### config.mk
export PLATFORM = sky130hd
export DESIGN_NAME = tetron_cell_prober
export DESIGN_NICKNAME = d
export VERILOG_FILES = /design/src/rtl/tetron_cell_prober_pkg.sv /design/src/rtl/tetron_cell_addr.sv /design/src/rtl/tetron_cell_prober.sv
export SDC_FILE = /design/constraint.sdc
export NUM_CORES = 1
export LEC_CHECK = 0
export CORE_MARGIN = 5
export CORE_UTILIZATION = 55
export CTS_BUF_LIST = sky130_fd_sc_hd__clkbuf_8
export DETAILED_ROUTE_END_ITERATION = 16
export PLACE_DENSITY = 0.74
export SKIP_LAST_GASP = 1
export SLEW_MARGIN = 20
export SYNTH_ARGS = -nofsm -noshare
export SYNTH_HDL_FRONTEND = slang
export SYNTH_SLANG_ARGS = --single-unit
### constraint.sdc
create_clock -name clk -period 5.1 [get_ports clk]
set_input_delay 0.51 -clock clk [delete_from_list [all_inputs] [get_ports clk]]
set_output_delay 0.51 -clock clk [all_outputs]
set_load 0.02 [all_outputs]
### src/rtl/tetron_cell_prober_pkg.sv
`default_nettype none
// +--------------------------------------------------------------------------+
// | Package   : tetron_cell_prober_pkg                                        |
// | Purpose   : Shared types and constants for the tetron cell prober:       |
// |             operation codes, FSM state encoding, board defaults and a    |
// |             sign-extension helper for 5-bit shaper offsets.              |
// | Revision  : 1.0  initial release                                         |
// +--------------------------------------------------------------------------+
package tetron_cell_prober_pkg;

  localparam int BOARD_W_DEF = 10;
  localparam int BOARD_H_DEF = 20;

  // Signed coordinate width: 5-bit anchor plus 5-bit signed offset spans
  // -16..46, which fits comfortably in 7 signed bits.
  localparam int COORD_W = 7;

  localparam logic OP_CHECK = 1'b0;
  localparam logic OP_LOCK  = 1'b1;

  typedef enum logic [2:0] {
    ST_IDLE  = 3'd0,
    ST_CALC  = 3'd1,
    ST_ISSUE = 3'd2,
    ST_DRAIN = 3'd3,
    ST_RESP  = 3'd4
  } state_t;

  function automatic logic signed [COORD_W-1:0] sext5(input logic [4:0] v);
    return {{(COORD_W-5){v[4]}}, v};
  endfunction

endpackage
`default_nettype wire

### src/rtl/tetron_cell_addr.sv
`default_nettype none
// +--------------------------------------------------------------------------+
// | Module    : tetron_cell_addr                                             |
// | Purpose   : Combinational resolution of one tetron block: anchor plus    |
// |             signed offset -> linear playfield address and out-of-bounds. |
// | Ports     : vpos/hpos   in  5       anchor row/column (unsigned)         |
// |             voffset     in  5       row offset (two's complement)        |
// |             hoffset     in  5       column offset (two's complement)     |
// |             addr        out ADDR_W  row*BOARD_W + col (0 when oob)       |
// |             oob         out 1       cell lies outside the board          |
// | Revision  : 1.0  initial release                                         |
// +--------------------------------------------------------------------------+
module tetron_cell_addr
  import tetron_cell_prober_pkg::*;
#(
  parameter int BOARD_W = BOARD_W_DEF,
  parameter int BOARD_H = BOARD_H_DEF,
  parameter int ADDR_W  = 8
) (
  input  logic [4:0]        vpos,
  input  logic [4:0]        hpos,
  input  logic [4:0]        voffset,
  input  logic [4:0]        hoffset,
  output logic [ADDR_W-1:0] addr,
  output logic              oob
);

  localparam logic signed [COORD_W-1:0] ROW_LIM = COORD_W'(BOARD_H);
  localparam logic signed [COORD_W-1:0] COL_LIM = COORD_W'(BOARD_W);
  localparam logic [ADDR_W-1:0]         W_A     = ADDR_W'(BOARD_W);

  logic signed [COORD_W-1:0] row;
  logic signed [COORD_W-1:0] col;
  logic [ADDR_W-1:0]         row_a;
  logic [ADDR_W-1:0]         col_a;

  assign row = $signed({2'b00, vpos}) + sext5(voffset);
  assign col = $signed({2'b00, hpos}) + sext5(hoffset);

  // Sign bit catches negative coordinates; signed compare catches overflow.
  assign oob = row[COORD_W-1] || (row >= ROW_LIM) ||
               col[COORD_W-1] || (col >= COL_LIM);

  // Only the in-bounds case matters, where row/col are small non-negatives.
  assign row_a = ADDR_W'(row[COORD_W-2:0]);
  assign col_a = ADDR_W'(col[COORD_W-2:0]);
  assign addr  = oob ? '0 : (row_a * W_A + col_a);

endmodule
`default_nettype wire

### src/rtl/tetron_cell_prober.sv
`default_nettype none
// +--------------------------------------------------------------------------+
// | Module    : tetron_cell_prober                                           |
// | Purpose   : Resolves a shaper's anchor + four offsets to playfield cells |
// |             and either reads them for collision (CHECK) or writes the    |
// |             piece colour into them (LOCK).                               |
// | Ports     : clk, rst_n                 clock, async active-low reset     |
// |             req_valid/req_ready        request handshake                 |
// |             req_op                     0 = CHECK, 1 = LOCK               |
// |             req_vpos/req_hpos          anchor row/column                 |
// |             req_blkN_voffset/hoffset   signed offsets, N = 1..4          |
// |             req_color                  colour written on LOCK            |
// |             fld_addr/fld_rd_en/fld_rdata/fld_we/fld_wdata  playfield RAM |
// |             resp_valid/resp_ready      response handshake                |
// |             resp_collide               collision / out-of-bounds result  |
// | Revision  : 1.0  initial release                                         |
// +--------------------------------------------------------------------------+
module tetron_cell_prober
  import tetron_cell_prober_pkg::*;
#(
  parameter int BOARD_W = BOARD_W_DEF,
  parameter int BOARD_H = BOARD_H_DEF,
  parameter int ADDR_W  = 8,
  parameter int COLOR_W = 3
) (
  input  logic               clk,
  input  logic               rst_n,
  input  logic               req_valid,
  output logic               req_ready,
  input  logic               req_op,
  input  logic [4:0]         req_vpos,
  input  logic [4:0]         req_hpos,
  input  logic [4:0]         req_blk1_voffset,
  input  logic [4:0]         req_blk1_hoffset,
  input  logic [4:0]         req_blk2_voffset,
  input  logic [4:0]         req_blk2_hoffset,
  input  logic [4:0]         req_blk3_voffset,
  input  logic [4:0]         req_blk3_hoffset,
  input  logic [4:0]         req_blk4_voffset,
  input  logic [4:0]         req_blk4_hoffset,
  input  logic [COLOR_W-1:0] req_color,
  output logic [ADDR_W-1:0]  fld_addr,
  output logic               fld_rd_en,
  input  logic [COLOR_W-1:0] fld_rdata,
  output logic               fld_we,
  output logic [COLOR_W-1:0] fld_wdata,
  output logic               resp_valid,
  input  logic               resp_ready,
  output logic               resp_collide
);

  state_t                  state;
  state_t                  state_nx;
  logic                    accept;
  logic                    resp_done;
  logic                    issue_strobe;
  logic [1:0]              idx;

  logic                    op_q;
  logic [4:0]              vpos_q;
  logic [4:0]              hpos_q;
  logic [3:0][4:0]         voff_q;
  logic [3:0][4:0]         hoff_q;
  logic [3:0][4:0]         voff_in;
  logic [3:0][4:0]         hoff_in;
  logic [COLOR_W-1:0]      color_q;

  logic [3:0][ADDR_W-1:0]  addr_w;
  logic [3:0][ADDR_W-1:0]  addr_q;
  logic [3:0]              oob_w;
  logic [3:0]              oob_q;

  logic                    collide_q;
  logic                    rd_pend;

  assign voff_in = {req_blk4_voffset, req_blk3_voffset, req_blk2_voffset, req_blk1_voffset};
  assign hoff_in = {req_blk4_hoffset, req_blk3_hoffset, req_blk2_hoffset, req_blk1_hoffset};

  // Address units work from the captured request so later input changes
  // cannot disturb an operation in flight.
  for (genvar i = 0; i < 4; i++) begin : g_cell
    tetron_cell_addr #(
      .BOARD_W (BOARD_W),
      .BOARD_H (BOARD_H),
      .ADDR_W  (ADDR_W)
    ) u_addr (
      .vpos    (vpos_q),
      .hpos    (hpos_q),
      .voffset (voff_q[i]),
      .hoffset (hoff_q[i]),
      .addr    (addr_w[i]),
      .oob     (oob_w[i])
    );
  end

  always_ff @(posedge clk or negedge rst_n) begin
    if (!rst_n) begin
      state <= ST_IDLE;
    end else begin
      state <= state_nx;
    end
  end

  always_comb begin
    state_nx     = state;
    req_ready    = 1'b0;
    accept       = 1'b0;
    resp_done    = 1'b0;
    issue_strobe = 1'b0;
    case (state)
      ST_IDLE: begin
        req_ready = 1'b1;
        if (req_valid) begin
          accept   = 1'b1;
          state_nx = ST_CALC;
        end
      end
      ST_CALC: begin
        state_nx = ST_ISSUE;
      end
      ST_ISSUE: begin
        // Out-of-bounds cells still spend their slot to keep latency fixed.
        issue_strobe = !oob_q[idx];
        if (idx == 2'd3) begin
          state_nx = (op_q == OP_LOCK) ? ST_RESP : ST_DRAIN;
        end
      end
      ST_DRAIN: begin
        state_nx = ST_RESP;
      end
      ST_RESP: begin
        if (resp_valid && resp_ready) begin
          resp_done = 1'b1;
          state_nx  = ST_IDLE;
        end
      end
      default: begin
        state_nx = ST_IDLE;
      end
    endcase
  end

  always_ff @(posedge clk or negedge rst_n) begin
    if (!rst_n) begin
      idx        <= 2'd0;
      op_q       <= OP_CHECK;
      vpos_q     <= '0;
      hpos_q     <= '0;
      voff_q     <= '0;
      hoff_q     <= '0;
      color_q    <= '0;
      addr_q     <= '0;
      oob_q      <= '0;
      collide_q  <= 1'b0;
      rd_pend    <= 1'b0;
      fld_rd_en  <= 1'b0;
      fld_we     <= 1'b0;
      fld_addr   <= '0;
      fld_wdata  <= '0;
      resp_valid <= 1'b0;
    end else begin
      if (accept) begin
        op_q    <= req_op;
        vpos_q  <= req_vpos;
        hpos_q  <= req_hpos;
        voff_q  <= voff_in;
        hoff_q  <= hoff_in;
        color_q <= req_color;
      end

      if (state == ST_CALC) begin
        addr_q <= addr_w;
        oob_q  <= oob_w;
        idx    <= 2'd0;
      end else if (state == ST_ISSUE) begin
        idx <= idx + 2'd1;
      end

      // Strobes are registered, so cell i appears on the RAM port the
      // cycle after the FSM visits slot i.
      fld_rd_en <= issue_strobe && (op_q == OP_CHECK);
      fld_we    <= issue_strobe && (op_q == OP_LOCK);
      fld_addr  <= issue_strobe ? addr_q[idx] : '0;
      fld_wdata <= (issue_strobe && (op_q == OP_LOCK)) ? color_q : '0;

      // The RAM returns data one cycle after the strobe; rd_pend marks the
      // cycle in which fld_rdata belongs to one of our reads.
      rd_pend <= fld_rd_en;

      if (accept) begin
        collide_q <= 1'b0;
      end else if (state == ST_CALC) begin
        collide_q <= |oob_w;
      end else if (rd_pend && (fld_rdata != '0)) begin
        collide_q <= 1'b1;
      end

      resp_valid <= (state == ST_RESP) && !resp_done;
    end
  end

  assign resp_collide = collide_q;

endmodule
`default_nettype wire

==> flow_metrics.py <==
metrics = {
    "clocking": {
        "cts_setup_buffers": 0,
        "numCtsBuffers": 9,
        "cts.clk_slew.worst_paths_ns": 0.10,
        "htree_levels": 3,
        "cts_num_sinks": 111,
        "ctsResizeCount": 0,
        "cts_tree": "built",
        "insertion_delay_ns": 0.39,
        "cts_buffer_depth": 2,
        "root_buffer": "clkbuf_8",
        "cts_hold_buf": 0,
    },
    "critical_path": {
        "rr_worst_depth": 15,
        "setup.worst_path.class": "reg -> reg",
        "r2r_start": "vpos_q[0]",
        "cp.required_ns": 5.38,
        "critPathCaptureType": "register",
        "cp-startpoint": "vpos_q[0]",
        "arrival_ns": 4.28,
        "worst_setup_path_start_kind": "register",
        "worstPathMaxFanout": 5,
    },
    "global_routing": {
        "grt_pass1_wl_mm": 28.1,
        "track_usage_pct": 21.7,
        "grt_max_degree": 70,
        "grt_overflow": 0,
        "antenna_found_initial": 0,
        "grt_pass1_vias": 5774,
    },
    "floorplan": {
        "core_sq_um": 13800,
        "die_width_um": 129,
        "dieArea_sq_um": 16500,
        "start_util_pct": 55.9,
        "die_h_um": 129,
        "rows": 43,
        "ios": 77,
    },
    "synth": {
        "synth_flop_cell": "dfrtp_1",
        "synth_fp_nets": 888,
        "synth_edf_count": 0,
        "synth_area_leader_cell": "dfrtp_1",
        "synthTopCellsByArea": "dfrtp_1 (36%), ha_1 (16%), mux2_2 (7.4%)",
        "async_reset_ff_share_pct": 100,
        "synth_most_common_cell": "dfrtp_1",
        "netlist_instances": 714,
        "ys_warn_count": 0,
        "avgSynthCellArea_sq_um": 10.8,
        "netlist_area_sq_um": 7730,
        "yosysTopAreaCellShare_pct": 36.0,
        "synthTopCellsByCount": "dfrtp_1 (111), ha_1 (97), nand2_1 (54)",
        "synth_seq_area_share_pct": 36.0,
        "netlist-cell-type-count": 68,
        "synth_seq_cells": 111,
    },
    "timing": {
        "fin_skew_ns": 0.0155,
        "finalHoldViolations": 0,
        "finalCritPeriodShare_pct": 78.5,
        "finalSetupViolCount": 0,
        "maxSlewHeadroom_pct": 41.5,
        "tightest_slew_ns": 0.877,
        "final.setup.tns_ns": 0,
        "timing.final.max_slew_violations": 0,
        "period_needed_ns": 4.01,
        "rsz0062_at_grt": "no",
        "clock.fmax_mhz": 250,
    },
    "layout": {
        "syn_to_final_growth_pct": 14.0,
        "nNetsFinal": 958,
        "final_layout_size_suffix_gt1_share_pct": 12.1,
        "diodes": 0,
    },
    "worst_hold_path": {
        "hp-class": "in -> async",
    },
    "detailed_routing": {
        "drt_pass1_iterations": 5,
        "wirelength_mm": 17.1,
        "wl_per_cell_um": 17.7,
        "num_vias": 5649,
        "drt_iter0_drc": 304,
        "viasPerCell": 5.84,
        "drc_errors": 0,
        "ant_nets": 0,
    },
    "place": {
        "routabilityCongestion": 0.973,
        "port_buffers": 76,
        "dp_hpwl_mm": 13.4,
    },
    "job": {
        "drv_cap": 0,
    },
    "run_status": {
        "status": "finished clean",
    },
}
==> kinds of logic after synthesis <==
group                    Yosys count  share of synthesized area, %
flip-flops                       111                          36.0
AND/OR/NAND/NOR                  139                          9.00
XOR/XNOR                          60                          6.80
adder cells (fa/ha/maj)          113                          19.9
multiplexers                      61                          10.2
AO/OA/AOI/OAI                    169                          15.0
buffers and inverters             61                          3.16
==> area by class of cell <==
cell class | count | area, sq um
multi-input cells | 542 | 4710
clock inverters | 6 | 40.0
clock buffers | 9 | 124
fillers | 1091 | 5020
inverters | 41 | 154
repair buffers | 79 | 781
well taps | 180 | 225
flip-flops and latches | 111 | 2780
==> flip-flops by register name, summed over array words and instances (netlist names) <==
register	flops
addr_q	32
color_q	3
fld_addr	8
fld_rd_en	1
fld_wdata	3
fld_we	1
hoff_q	20
hpos_q	5
idx	2
oob_q	4
op_q	1
rd_pend	1
resp_collide	1
resp_valid	1
state	3
voff_q	20
vpos_q	5
==> layer usage <==
| metal | vias to the layer above | part of all wire (%) | track usage [%] |
|---|---|---|---|
| li1 | 2706 | - | - |
| met1 | 2778 | 45 | 29.0 |
| met2 | 135 | 48 | 35.9 |
| met3 | 30 | 4.4 | 3.49 |
| met4 | 0 | 2.4 | 7.91 |
| met5 | - | 0 | 0 |
==> worst max-delay path, stage by stage (launching register included) <==
cell	delay [ns]
dfrtp_1	0.51
ha_1	0.29
fa_1	0.40
a211oi_1	0.36
nor2_1	0.10
xor2_1	0.26
inv_1	0.08
ha_1	0.31
inv_1	0.07
fa_1	0.53
inv_1	0.04
ha_1	0.31
nor2b_1	0.14
o21ai_0	0.21
xnor2_1	0.10
a22o_1	0.19
==> per-stage QoR <==
stage | hold slack [ns] | std cells | instance area [sq um] | setup WS, ns | util, %
finish | 0.239 | 968 | 8810 | 1.09 | 63.7
global route | 0.304 | 968 | 8810 | 0.868 | 63.7
CTS | 0.256 | 968 | 8810 | 1.12 | 63.7
detailed placement | 0.364 | 953 | 8640 | 1.16 | 62.5
global placement | 0.359 | 953 | 8640 | 1.32 | 62.5
floorplan | 0.214 | 714 | 7730 | 1.54 | -
==> cell usage in the layout, fill, tap and decap left out, types with 13 or more instances in the layout <==
master / count
a21o_1: 24
inv_1: 43
mux2_2: 51
o21ai_0: 26
xor2_1: 21
fa_1: 16
nor2_1: 26
nand2_1: 54
a21oi_1: 47
o31ai_1: 13
xnor2_1: 39
ha_1: 97
dfrtp_1: 111
clkdlybuf4s50_1: 75
==> final timing paths <==
check,endpoint,slack [ns]
worst max-delay path,addr_q[15],1.09
worst min-delay path,hoff_q[3],0.24
worst max register to register,addr_q[15],1.09
worst min register to register,rd_pend,0.38
max in group asynchronous,hoff_q[18],3.78
min in group clk,rd_pend,0.38
Power is not shown: default switching activity piles up to over one toggle a cycle in this logic, so the estimate is an artifact.
